[src/rtl/imem_loader.sv]
// -----------------------------------------------------------------------------
// imem_loader
//
// Streams a program image into an 8-bit-wide instruction memory and holds the
// microprocessor in reset until a complete image with a valid checksum has
// been loaded.
//
// Stream format after each load_start pulse:
//   byte 0        : length N (0 encodes 2^AW)
//   bytes 1..N    : instructions, written to addresses 0..N-1
//   byte N+1      : checksum c, accepted when (sum of instructions + c) mod 256 == 0
//
// Ports
//   clk        in   system clock, rising-edge active
//   rst        in   synchronous reset, active low
//   load_start in   one-cycle pulse that (re)starts a load; wins over a transfer
//   in_valid   in   source presents a byte on in_data
//   in_data    in   program stream byte
//   in_ready   out  loader accepts a byte (HEADER, LOAD, CHECK only)
//   mem_we     out  instruction-memory write strobe (one cycle after transfer)
//   mem_addr   out  write address, holds when mem_we=0
//   mem_wdata  out  write data, holds when mem_we=0
//   cpu_hold   out  holds the CPU in reset; low only after a successful load
//   done       out  last load completed with a valid checksum
//   err        out  last load failed its checksum
// -----------------------------------------------------------------------------
module imem_loader #(
   parameter int unsigned AW = 8
) (
   input  logic          clk,
   input  logic          rst,
   input  logic          load_start,
   input  logic          in_valid,
   input  logic [7:0]    in_data,
   output logic          in_ready,
   output logic          mem_we,
   output logic [AW-1:0] mem_addr,
   output logic [7:0]    mem_wdata,
   output logic          cpu_hold,
   output logic          done,
   output logic          err
);

   typedef enum logic [2:0] {
      S_IDLE,
      S_HEADER,
      S_LOAD,
      S_CHECK,
      S_DONE,
      S_ERR
   } state_t;

   state_t        state_q,     state_d;
   logic [AW-1:0] index_q,     index_d;
   logic [AW-1:0] last_q,      last_d;
   logic [7:0]    sum_q,       sum_d;
   logic          mem_we_q,    mem_we_d;
   logic [AW-1:0] mem_addr_q,  mem_addr_d;
   logic [7:0]    mem_wdata_q, mem_wdata_d;
   logic          done_q,      done_d;
   logic          err_q,       err_d;

   logic          xfer;
   logic [7:0]    sum_plus;

   always_ff @(posedge clk) begin
      if (!rst) begin
         state_q     <= S_IDLE;
         index_q     <= '0;
         last_q      <= '0;
         sum_q       <= '0;
         mem_we_q    <= 1'b0;
         mem_addr_q  <= '0;
         mem_wdata_q <= '0;
         done_q      <= 1'b0;
         err_q       <= 1'b0;
      end else begin
         state_q     <= state_d;
         index_q     <= index_d;
         last_q      <= last_d;
         sum_q       <= sum_d;
         mem_we_q    <= mem_we_d;
         mem_addr_q  <= mem_addr_d;
         mem_wdata_q <= mem_wdata_d;
         done_q      <= done_d;
         err_q       <= err_d;
      end
   end

   always_comb begin
      state_d     = state_q;
      index_d     = index_q;
      last_d      = last_q;
      sum_d       = sum_q;
      mem_we_d    = 1'b0;
      mem_addr_d  = mem_addr_q;
      mem_wdata_d = mem_wdata_q;
      done_d      = done_q;
      err_d       = err_q;

      in_ready = (state_q == S_HEADER) || (state_q == S_LOAD) || (state_q == S_CHECK);
      xfer     = in_valid && in_ready;
      sum_plus = sum_q + in_data;

      if (load_start) begin
         // A byte offered in the same cycle is dropped on purpose.
         state_d = S_HEADER;
         index_d = '0;
         sum_d   = '0;
         done_d  = 1'b0;
         err_d   = 1'b0;
      end else if (xfer) begin
         unique case (state_q)
            S_HEADER: begin
               // Keep N-1 instead of N: a length byte of 0 wraps to the
               // all-ones address, so 2^AW bytes end exactly at the top word
               // and the index never needs to count past AW bits.
               last_d  = AW'(in_data) - AW'(1);
               state_d = S_LOAD;
            end
            S_LOAD: begin
               mem_we_d    = 1'b1;
               mem_addr_d  = index_q;
               mem_wdata_d = in_data;
               sum_d       = sum_plus;
               if (index_q == last_q) begin
                  state_d = S_CHECK;
               end else begin
                  index_d = index_q + AW'(1);
               end
            end
            S_CHECK: begin
               if (sum_plus == 8'h00) begin
                  state_d = S_DONE;
                  done_d  = 1'b1;
               end else begin
                  state_d = S_ERR;
                  err_d   = 1'b1;
               end
            end
            default: ;
         endcase
      end
   end

   assign mem_we    = mem_we_q;
   assign mem_addr  = mem_addr_q;
   assign mem_wdata = mem_wdata_q;
   assign cpu_hold  = (state_q != S_DONE);
   assign done      = done_q;
   assign err       = err_q;

endmodule

[config.mk]
export PLATFORM = sky130hd
export DESIGN_NAME = imem_loader
export DESIGN_NICKNAME = d
export VERILOG_FILES = /design/src/rtl/imem_loader.sv
export SDC_FILE = /design/constraint.sdc
export NUM_CORES = 1
export LEC_CHECK = 0
export BUFFER_PORTS_ARGS = -buffer_cell sky130_fd_sc_hd__buf_4
export CAP_MARGIN = 20
export CORE_MARGIN = 2
export CORE_UTILIZATION = 55
export CTS_CLUSTER_SIZE = 12
export DETAILED_ROUTE_END_ITERATION = 10
export PLACE_DENSITY = 0.81
export SLEW_MARGIN = 5
export SYNTH_ARGS = -nofsm -noshare
export SYNTH_HDL_FRONTEND = slang
export SYNTH_SLANG_ARGS = --single-unit
[constraint.sdc]
create_clock -name clk -period 3.9 [get_ports clk]
set_input_delay 0.39 -clock clk [delete_from_list [all_inputs] [get_ports clk]]
set_output_delay 0.39 -clock clk [all_outputs]
set_load 0.01 [all_outputs]
# Yosys cells after proc, flatten, opt, wreduce, memory -nomap -nowiden
# Index checks and enable logic that the tools add are counted.
# Widths: inputs -> output; s select.
# totals
reg_bits	46
# op_classes
reduce_logical	17
mux	6
bitwise_logic	5
n_eq_ne	7
addsub	3
# ops
operator	count
$reduce_and 3->1	7
$pmux 3 s3	1
$add 8x1->8 const B	1
$add 8x8->8	1
$eq 8x8->1	1
$logic_not 8->1	1
$sub 8x1->8 const B	1
$eq 3x2->1 const B	2
$not 1->1	5
$mux 1	4
$reduce_bool 4->1	1
$eq 3x1->1 const B	1
$mux 3	1
$ne 3x2->1 const B	1
$ne 3x3->1 const B	1
$reduce_bool 3->1	1
$reduce_or 3->1	1
$logic_or 1x1->1	2
$ne 2x1->1 const B	1
$reduce_and 2->1	1
$reduce_bool 2->1	1
$reduce_or 2->1	1
$logic_and 1x1->1	1

# Longest topological paths before layout
# logic_depth
ltp_word	6
ltp_mapped	9

# Worst setup path after synthesis
# No wires, ideal clock.
# synth_path
kind	input to register
startpoint	in in_data[0]
endpoint	reg err_q, in the netlist err
arrival_ns	1.976
path_stages	9
required_time_ns	3.779
n_path_buf	0
setup_time_ns	0.121
slack_ns	1.803
path_cell_list	ha_1 inv_1 fa_1 nand2b_1 a21oi_1 mux2_2 nor2_1 and4_1 o21ai_0
# synth_via
elab_chain_len	4
# synth_lines
element	line	source
start, declared	34	input logic [7:0] in_data,
$add 8x8->8	103	sum_plus = sum_q + in_data;
$logic_not 8->1	133	if (sum_plus == 8'h00) begin
$not 1->1 (no line)	n/a	
$reduce_and 3->1 (no line)	n/a	
end signal, assigned	86	err_q <= err_d;
end, declared	61	logic err_q, err_d;
# Every way passes these cells.
# A chain may end at the register's enable or synchronous reset.

# Worst setup path after layout
# layout_path
startpoint	reg sum_q[0]
endpoint	reg err_q, in the netlist err
# layout_via
elab_chain_len	4
# layout_lines
element	line	source
start, declared	56	logic [7:0] sum_q, sum_d;
start signal, assigned	81	sum_q <= sum_d;
$add 8x8->8	103	
$logic_not 8->1	133	
$not 1->1 (no line)	n/a	
$reduce_and 3->1 (no line)	n/a	
# Every way passes these cells.

==> metrics.csv <==
metric,value,unit
grt_util_met2,31.2,%
start_kind,register,
coreArea,4090,sq um
muxShareOfSynthArea,0.893,%
postCtsSetupBuffers,0,
grt_pass1_vias,1771,
synthArstFlopShare,0,%
tightest_slew,0.918,ns
run_status,finished clean,
ant_nets,0,
synth_area_leaders,"dfxtp_1 39%, nand2_1 9.8%, xnor2_1 6.6%",
dr.pass1.iters,4,
setup-violations-final,0,
place_inst,353,
final_common_cell,nand2_1,
syn-mean-instance-area,8.45,sq um
fp-row-count,23,
setup_slack,1.58,ns
ctsResizeCount,0,
n_antenna_cell,0,
critPathRequiredTime,4.09,ns
layout_min_cycle_time,2.32,ns
gp_congestion,0.892,
dp_hpwl,3570,um
syn_to_final_growth,13.9,%
power.total,0.839,mW
drcViolationCount,0,
slew_viol_final,0,
synth-seq-cells,46,
mostFrequentLayoutCells,"62 x nand2_1, 46 x dfxtp_1, 33 x buf_4",
yosysTopAreaCell,dfxtp_1,
yosys.area_share.adder,5.57,%
fin_nets,332,
die-area,4870,sq um
clock_latency,0.29,ns
power_density,309,nW/um^2
htreeDepth,2,
fin_crit_sh,59.4,%
clkPwrFrac,33.4,%
finClkSkew,0.00507,ns
arrival,2.50,ns
grt_use_met3,3.63,%
ys_types,43,
hold_viol,0,
rsz0062_at_grt,false,
cts_hold_buffers,0,
maxCapViolCount,0,
fin_setup_tns,0,ns
synth_edf_count,0,
synth_xor_area_share,11.4,%
cts_made_buffers,5,
drt_iter0_drc,107,
synth_ff_type,dfxtp_1,
multiInputGateArea,1370,sq um
synth_nets,304,
grt_util_met1,28.7,%
fmax,432,MHz
netlist_area,2380,sq um
pre_cts_ws,1.45,ns
hp-class,in2reg,
post-route-util,66.4,%
routedWlPerCell,13.4,um
drive_gt1_share,16.1,%
grt_pass1_wl,8180,um
yosysWarnings,0,
grt_usage,20.7,%
p_sw,0.207,mW
p_int,0.632,mW
synth_top_family_by_area,simple AND/OR/NAND/NOR gates,
wl,4820,um
clkSinkCount,46,
cts-root-buf,clkbuf_8,
worst-path-max-fanout,2,
ios,33,
pwr-share-seq,57.2,%
die_y,69.8,um
clk_path_buf_depth,2,
vias,1959,
antenna_found_initial,0,
synth-simple-area-share,23.4,%
top_usage_layer,met2,
setup.worst_path.class,reg2reg,
maxSlewHeadroom,38.6,%
worstSetupEndpointType,register,
grt_overflow,0,
placed_area,2630,sq um
final_area,2710,sq um
die_w,69.8,um
initial_utilization,58.3,%
via_per_inst,5.44,
grt_max_degree,29,
fillCellCount,346,
synth_compound_area_share,16.2,%
synth_cells,282,
finalNonFillerCells,360,
cts_tree,done,
power_frac_comb,9.4,%
seq_area_frac_synth,38.7,%
portBuffers,32,
seq_area,921,sq um
holdWs,0.367,ns
p_leak,1.10,nW
ir_drop,176,uV
switching_share,24.7,%
cts.clk_slew.worst_paths,0.08,ns
netlist.area_leader.share,38.7,%
worst max-delay path, stage by stage (launching register included):
cell	delay (ns)
dfxtp_1	0.34
ha_1	0.16
inv_1	0.05
fa_1	0.38
nand2b_1	0.19
a21oi_1	0.23
mux2_2	0.39
nor2_1	0.14
and4_1	0.23
o21ai_0	0.09
registers in the layout, summed over array words and instances (netlist names):
signal,count
mem_wdata,8
mem_we,1
last_q,8
done,1
sum_q,8
index_q,8
err,1
mem_addr,8
state_q,3
metal layers:
metal	wire length, um	vias up
met1	2310	916
met4	94	0
li1	-	997
met3	217	10
met5	0	-
met2	2200	36
worst paths after layout:
kind                                from          to  slack (ns)  depth (start not counted)
worst max-delay path            sum_q[0]         err        1.58                          9
worst max register to register  sum_q[0]         err        1.58                          9
worst min-delay path            in_valid  state_q[2]        0.37                          3
worst min register to register  sum_q[4]    sum_q[4]        0.46                          2
cell usage after synthesis (2+ instances only):
cell type / n
nand2_1: 62
dfxtp_1: 46
nor2_1: 30
xnor2_1: 18
a21boi_0: 15
a21oi_1: 11
ha_1: 9
inv_1: 9
o211a_1: 8
o21ai_0: 8
xor2_1: 8
clkbuf_1: 7
nor3_1: 7
nand2b_1: 4
nand2_2: 3
nor4_2: 3
a211oi_1: 2
a221o_1: 2
and3_1: 2
buf_2: 2
nand3_1: 2
nand3b_1: 2
nor2b_1: 2
power groups by stage:
stage | combinational (mW) | clock [mW] | sequential (mW)
finish | 0.0789 | 0.280 | 0.480
global route | 0.0878 | 0.307 | 0.481
CTS | 0.0789 | 0.284 | 0.480
detailed placement | 0.0786 | 0 | 0.491
global placement | 0.0767 | 0 | 0.491
floorplan | 0.0515 | 0 | 0.490
cells by family (layout without fill, tap and decap cells):
group / after synthesis / in the layout
AND/OR/NAND/NOR: 123 / 123
AO/OA/AOI/OAI: 52 / 52
flip-flops: 46 / 46
XOR/XNOR: 28 / 28
buffers and inverters: 21 / 49
adder cells (fa/ha/maj): 10 / 10
multiplexers: 2 / 2
layout make-up:
cell class                 count  area share [%]
clock inverter                 1           0.277
tap                           50            2.31
sequential                    46            33.9
multi-input combinational    215            50.4
clock buffer                   6            2.67
timing repair buffer          33            9.13
inverter                       9            1.24
(Power assumes the default switching activity.)
